<file path="config.mk">
export PLATFORM = sky130hd
export DESIGN_NAME = spi_reg_bridge
export DESIGN_NICKNAME = d
export VERILOG_FILES = /design/src/rtl/spi_reg_bridge.sv
export SDC_FILE = /design/constraint.sdc
export NUM_CORES = 1
export LEC_CHECK = 0
export ABC_AREA = 1
export BUFFER_PORTS_ARGS = -buffer_cell sky130_fd_sc_hd__buf_2
export CAP_MARGIN = 20
export CORE_MARGIN = 3
export CORE_UTILIZATION = 60
export DETAILED_ROUTE_END_ITERATION = 12
export PLACE_DENSITY = 0.83
export SYNTH_ARGS = -nofsm -noshare
export SYNTH_HDL_FRONTEND = slang
export SYNTH_SLANG_ARGS = --single-unit
</file>
<file path="constraint.sdc">
create_clock -name clk -period 5 [get_ports clk]
set_input_delay 1 -clock clk [delete_from_list [all_inputs] [get_ports clk]]
set_output_delay 1 -clock clk [all_outputs]
set_load 0.1 [all_outputs]
</file>
<file path="src/rtl/spi_reg_bridge.sv">
// spi_reg_bridge
//   SPI-slave (mode 0) to register-file bridge. A frame is one command byte
//   (bit7 = write, low ADDR_W bits = address) followed by any number of
//   DATA_W-bit words, MSB first. Writes produce a one-cycle reg_wr per word.
//   Reads produce a one-cycle reg_rd after the command and after every
//   completed word. The returned data is shifted out on spi_miso.
//
//   Build option: define SPI_REG_BRIDGE_AUTOINC_EN to make reg_addr advance
//   (mod 2^ADDR_W) after each completed word. When it is undefined, every
//   word of a burst targets the command address.
//
// Ports
//   clk, rst          system clock, synchronous active-high reset
//   spi_cs_n/clk/mosi synchronised SPI inputs (mode 0)
//   spi_miso          serial read data, 0 outside read data phase
//   reg_addr/wdata    register address / write data
//   reg_wr, reg_rd    one-cycle strobes
//   reg_rdata         read data, sampled the cycle after reg_rd
//   busy              frame in progress
//   frame_abort       one-cycle pulse when cs_n rises mid-command/mid-word
module spi_reg_bridge #(
  parameter int ADDR_W = 4,
  parameter int DATA_W = 8
) (
  input  logic              clk,
  input  logic              rst,
  input  logic              spi_cs_n,
  input  logic              spi_clk,
  input  logic              spi_mosi,
  output logic              spi_miso,
  output logic [ADDR_W-1:0] reg_addr,
  output logic [DATA_W-1:0] reg_wdata,
  output logic              reg_wr,
  output logic              reg_rd,
  input  logic [DATA_W-1:0] reg_rdata,
  output logic              busy,
  output logic              frame_abort
);

  localparam int CNT_W = 6;

`ifdef SPI_REG_BRIDGE_AUTOINC_EN
  localparam logic [ADDR_W-1:0] ADDR_STEP = ADDR_W'(1);
`else
  localparam logic [ADDR_W-1:0] ADDR_STEP = '0;
`endif

  typedef enum logic [1:0] {IDLE, CMD, DATA} state_e;

  state_e            state_q, state_d;
  logic [CNT_W-1:0]  bit_cnt_q, bit_cnt_d;
  logic [DATA_W-1:0] rx_sh_q, rx_sh_d;
  logic [DATA_W-1:0] tx_sh_q, tx_sh_d;
  logic              prev_clk_q, prev_clk_d;
  logic [ADDR_W-1:0] addr_q, addr_d;
  logic              wr_dir_q, wr_dir_d;
  logic              wr_q, wr_d;
  logic              rd_q, rd_d;
  logic [DATA_W-1:0] wdata_q, wdata_d;
  logic              load_q, load_d;     // capture reg_rdata this cycle
  logic              inc_q, inc_d;       // advance address after a write strobe
  logic              shift_en_q, shift_en_d; // next fall may shift tx_sh

  logic              rise, fall;
  logic [7:0]        cmd_byte;
  logic [DATA_W-1:0] word;

  assign rise     = spi_clk & ~prev_clk_q;
  assign fall     = ~spi_clk & prev_clk_q;
  assign cmd_byte = {rx_sh_q[6:0], spi_mosi};
  assign word     = {rx_sh_q[DATA_W-2:0], spi_mosi};

  always_comb begin
    state_d    = state_q;
    bit_cnt_d  = bit_cnt_q;
    rx_sh_d    = rx_sh_q;
    tx_sh_d    = tx_sh_q;
    prev_clk_d = spi_clk;
    addr_d     = addr_q;
    wr_dir_d   = wr_dir_q;
    wr_d       = 1'b0;
    rd_d       = 1'b0;
    wdata_d    = wdata_q;
    load_d     = rd_q;
    inc_d      = 1'b0;
    shift_en_d = shift_en_q;

    if (load_q) tx_sh_d = reg_rdata;
    if (inc_q)  addr_d  = addr_q + ADDR_STEP;

    if (state_q != IDLE && spi_cs_n) begin
      // Deassert wins over any edge seen this cycle; partial data is dropped.
      state_d    = IDLE;
      bit_cnt_d  = '0;
      shift_en_d = 1'b0;
    end else begin
      unique case (state_q)
        IDLE: begin
          if (!spi_cs_n) begin
            state_d    = CMD;
            bit_cnt_d  = '0;
            rx_sh_d    = '0;
            tx_sh_d    = '0;
            shift_en_d = 1'b0;
          end
        end
        CMD: begin
          if (rise) begin
            rx_sh_d = word;
            if (bit_cnt_q == CNT_W'(7)) begin
              addr_d    = cmd_byte[ADDR_W-1:0];
              wr_dir_d  = cmd_byte[7];
              rd_d      = ~cmd_byte[7];
              bit_cnt_d = '0;
              state_d   = DATA;
            end else begin
              bit_cnt_d = bit_cnt_q + CNT_W'(1);
            end
          end
        end
        DATA: begin
          if (rise) begin
            rx_sh_d = word;
            if (bit_cnt_q == CNT_W'(DATA_W - 1)) begin
              bit_cnt_d  = '0;
              // The fall after a word's last bit must not shift: the
              // prefetched next word is loaded before it arrives.
              shift_en_d = 1'b0;
              if (wr_dir_q) begin
                wr_d    = 1'b1;
                wdata_d = word;
                inc_d   = 1'b1;
              end else begin
                // Reads advance first so the prefetch targets the next word.
                addr_d = addr_q + ADDR_STEP;
                rd_d   = 1'b1;
              end
            end else begin
              bit_cnt_d  = bit_cnt_q + CNT_W'(1);
              shift_en_d = 1'b1;
            end
          end else if (fall && shift_en_q) begin
            tx_sh_d    = {tx_sh_q[DATA_W-2:0], 1'b0};
            shift_en_d = 1'b0;
          end
        end
        default: state_d = IDLE;
      endcase
    end
  end

  always_ff @(posedge clk) begin
    if (rst) begin
      state_q    <= IDLE;
      bit_cnt_q  <= '0;
      rx_sh_q    <= '0;
      tx_sh_q    <= '0;
      prev_clk_q <= 1'b0;
      addr_q     <= '0;
      wr_dir_q   <= 1'b0;
      wr_q       <= 1'b0;
      rd_q       <= 1'b0;
      wdata_q    <= '0;
      load_q     <= 1'b0;
      inc_q      <= 1'b0;
      shift_en_q <= 1'b0;
    end else begin
      state_q    <= state_d;
      bit_cnt_q  <= bit_cnt_d;
      rx_sh_q    <= rx_sh_d;
      tx_sh_q    <= tx_sh_d;
      prev_clk_q <= prev_clk_d;
      addr_q     <= addr_d;
      wr_dir_q   <= wr_dir_d;
      wr_q       <= wr_d;
      rd_q       <= rd_d;
      wdata_q    <= wdata_d;
      load_q     <= load_d;
      inc_q      <= inc_d;
      shift_en_q <= shift_en_d;
    end
  end

  // Strobes and status are masked by rst so a reset cycle never shows
  // an event that was already registered.
  assign reg_addr    = addr_q;
  assign reg_wdata   = wdata_q;
  assign reg_wr      = wr_q & ~rst;
  assign reg_rd      = rd_q & ~rst;
  assign busy        = ~rst & ~spi_cs_n & (state_q != IDLE);
  assign spi_miso    = ~rst & ~spi_cs_n & (state_q == DATA) & ~wr_dir_q & tx_sh_q[DATA_W-1];
  assign frame_abort = ~rst & spi_cs_n &
                       ((state_q == CMD) || (state_q == DATA && bit_cnt_q != '0));

endmodule

</file>
==> reports/qor.yml <==
setup_total_negative_slack_ps: 0
area_growth_pct: 12.3
postSynthAreaPerCell_um2: 6.84
die_area_mm2: 0.00418
finalWorstPathRequiredPeriod_ps: 3450
num_antenna_cells: 0
final.setup.worst_slack_ps: 1550
end_kind: "output port"
finalWeightedCongestion: 0.870
cts_buffer_depth: 2
finalMaxSlewViolations: 0
grt_start_max_net_pins: 23
post_cts.repair.setup_buffers: 0
fin_nets: 346
buffer_ports.inserted: 29
crit_chain: "buf_2 > inv_1 > nand2_1 > nor3_1 > buf_2"
cts_max_level: 2
hp-class: "reg -> reg"
outcome: "finished, final reports clean"
antenna_violations_before_repair: 0
dieWidth_um: 64.7
synth.distinct_cells: 28
die_height_um: 64.7
remaining_antenna_violation_count: 0
grt_overflow: 0
coreArea_mm2: 0.00318
critical-path-top-delay-family: "buffers and inverters"
dpl_worst_slack_ps: 1560
setup-violations-final: 0
starting_density_of_the_core_pct: 65.0
hold_buffer_count_at_cts: 0
clk_pin_slew_worst_paths_ps: 120
clk_latency_ps: 350
detailroute.via_count: 1900
synth.cell_area_mm2: 0.00206
worst_pin_slew_ps: 651
synth.yosys.seq_area_share_pct: 39.8
cp-start-kind: "input pin"
first_pass_iters: 4
layout.core_utilization_pct: 73.0
tot_gr_track_use_pct: 23.0
clock_skew_ps: 7.63
drc: 0
cts_buffers: 5
clock-root-buffer: "clkbuf_4"
syn-instance-count: 302
worst_path_max_delay_cell: "inv_1"
crit_path_max_fo: 22
worstSetupPathType: "in -> out"
cts_sinks: 41
post_layout_nonfiller_instances: 373
num_rows: 20
powerDensity_mw_per_mm2: 335
cell_total_after_placement: 365
totalWireLength_um: 4280
max-cap-violations: 0
layout_cells_sized_above_1_pct: 14.3
grt_first_pass_wirelength_um: 7600
wl_per_cell_um: 11.5
critPathRequiredTime_ps: 4000
place_hpwl_um: 3060
synthesis.nets: 320
finalHoldViolCount: 0
clock_tree_from_tritoncts: "done"
synthesis_warnings: 0
filler_cell_count: 279
postCtsResizedCells: 0
number_of_synthesized_register_bits: 41
io-pin-count: 30
number_of_drc_violations_after_detailed_routing_iteration_0: 135
grt_pass1_vias: 1750
crit_top_cell: "buf_2"
clock.fmax_mhz: 290
cp.arrival_ps: 2450
unrepaired_setup_endpoints_after_global_routing: "false"
vdd_ir_drop_max_mv: 0.194
leakage_uw: 0.00104
final_min_period_over_clock_period_pct: 69.1
critical-path-max-stage-delay_ps: 520
critPathBufInv: 3
avgViaCountPerCell: 5.09
timing.slew.headroom_pct: 56.5
==> registers in the layout (all words and copies together), names as in the netlist <==
signal	cells
bit_cnt_q	6
inc_q	1
load_d	1
load_q	1
prev_clk_q	1
reg_addr	4
reg_wdata	8
rx_sh_q	7
shift_en_q	1
state_q	2
tx_sh_q	8
wr_dir_q	1
==> area by class of cell <==
cell class              count  area (µm²)  area share [%]
clock inverters             3        65.1            2.81
flip-flops and latches     41         821            35.4
well taps                  44        55.1            2.37
inverters                  49         184            7.93
repair buffers             29         145            6.26
clock buffers               5        37.5            1.62
multi-input cells         202        1010            43.6
==> cells by family (layout without fill, tap and decap cells) <==
group	Yosys count	count (layout)	synth area share [%]
AO/OA/AOI/OAI	36	36	9.52
AND/OR/NAND/NOR	156	156	34.1
XOR/XNOR	1	1	0.424
flip-flops	41	41	39.8
buffers and inverters	59	86	11.3
adder cells (fa/ha/maj)	5	5	3.03
multiplexers	4	4	1.94
==> where the power goes <==
group / internal, µW / switching (µW) / total [µW]
logic: 47.2 / 113 / 160
clock network: 155 / 111 / 266
registers: 342 / 9.59 / 352
total: 544 / 234 / 778
==> layout by cell type, fill, tap and decap left out, drive strengths merged, types with 4 or more instances in the layout <==
cell type	netlist	layout
nand3	20	20
clkbuf	4	5
dfxtp	41	41
ha	5	5
o21ai	16	16
nand2	75	75
nand4	14	14
buf	6	29
nor3	4	4
mux2i	4	4
nor2	40	40
inv	49	49
a21oi	19	19
==> per-stage QoR <==
stage | hold slack (ps) | area, µm² | power (µW)
final | 455 | 2320 | 778
after global routing | 497 | 2320 | 819
after CTS | 455 | 2320 | 780
after detailed placement | 437 | 2220 | 517
after global placement | 442 | 2220 | 514
after floorplan | 411 | 2060 | 484
==> synth_stat cells <==
| cell type | n | area, µm² |
|---|---|---|
| nor2_1 | 36 | 135 |
| o21ai_1 | 4 | 20.0 |
| nand2_2 | 1 | 6.26 |
| nand2_1 | 74 | 278 |
| clkbuf_1 | 4 | 15.0 |
| a21oi_4 | 1 | 16.3 |
| nor3_1 | 3 | 15.0 |
| a21oi_2 | 1 | 8.76 |
| mux2i_1 | 4 | 40.0 |
| dfxtp_1 | 41 | 821 |
| buf_1 | 1 | 3.75 |
| nor3_4 | 1 | 16.3 |
| inv_1 | 48 | 180 |
| nor2_2 | 1 | 6.26 |
| nand3_2 | 1 | 10.0 |
| nand4_1 | 14 | 87.6 |
| nor4_1 | 2 | 12.5 |
| a21oi_1 | 17 | 85.1 |
| o21ai_0 | 12 | 60.1 |
| xor2_1 | 1 | 8.76 |
| buf_4 | 2 | 15.0 |
| nor2_4 | 3 | 33.8 |
| a31oi_1 | 1 | 6.26 |
| buf_2 | 3 | 15.0 |
| ha_1 | 5 | 62.6 |
| nand3_1 | 19 | 95.1 |
| inv_2 | 1 | 3.75 |
| nand3b_1 | 1 | 7.51 |
==> metal layers <==
metal	vias up	track usage (%)	wire (µm)
met2	41	37.8	1930
met3	6	5.55	202
met1	846	29.2	2090
met5	-	0	0
li1	1007	-	-
met4	0	8.44	56
==> worst reg2reg max path, stage by stage (launching register included) <==
cell and delay, ps:
dfxtp_1 350, inv_1 80, ha_1 470, nand3_1 230, a21oi_2 520, o21ai_0 180, nand2_1 90, nor2_1 50
==> path summary, 6_finish.rpt <==
path / slack [ps] / depth (start not counted) / end / from
max: 1550 / 5 / spi_miso / rst
min: 450 / 2 / load_q / load_d
max reg2reg: 2930 / 7 / rx_sh_q[2] / state_q[1]
min reg2reg: 450 / 2 / load_q / load_d
(Power assumes the default switching activity.)
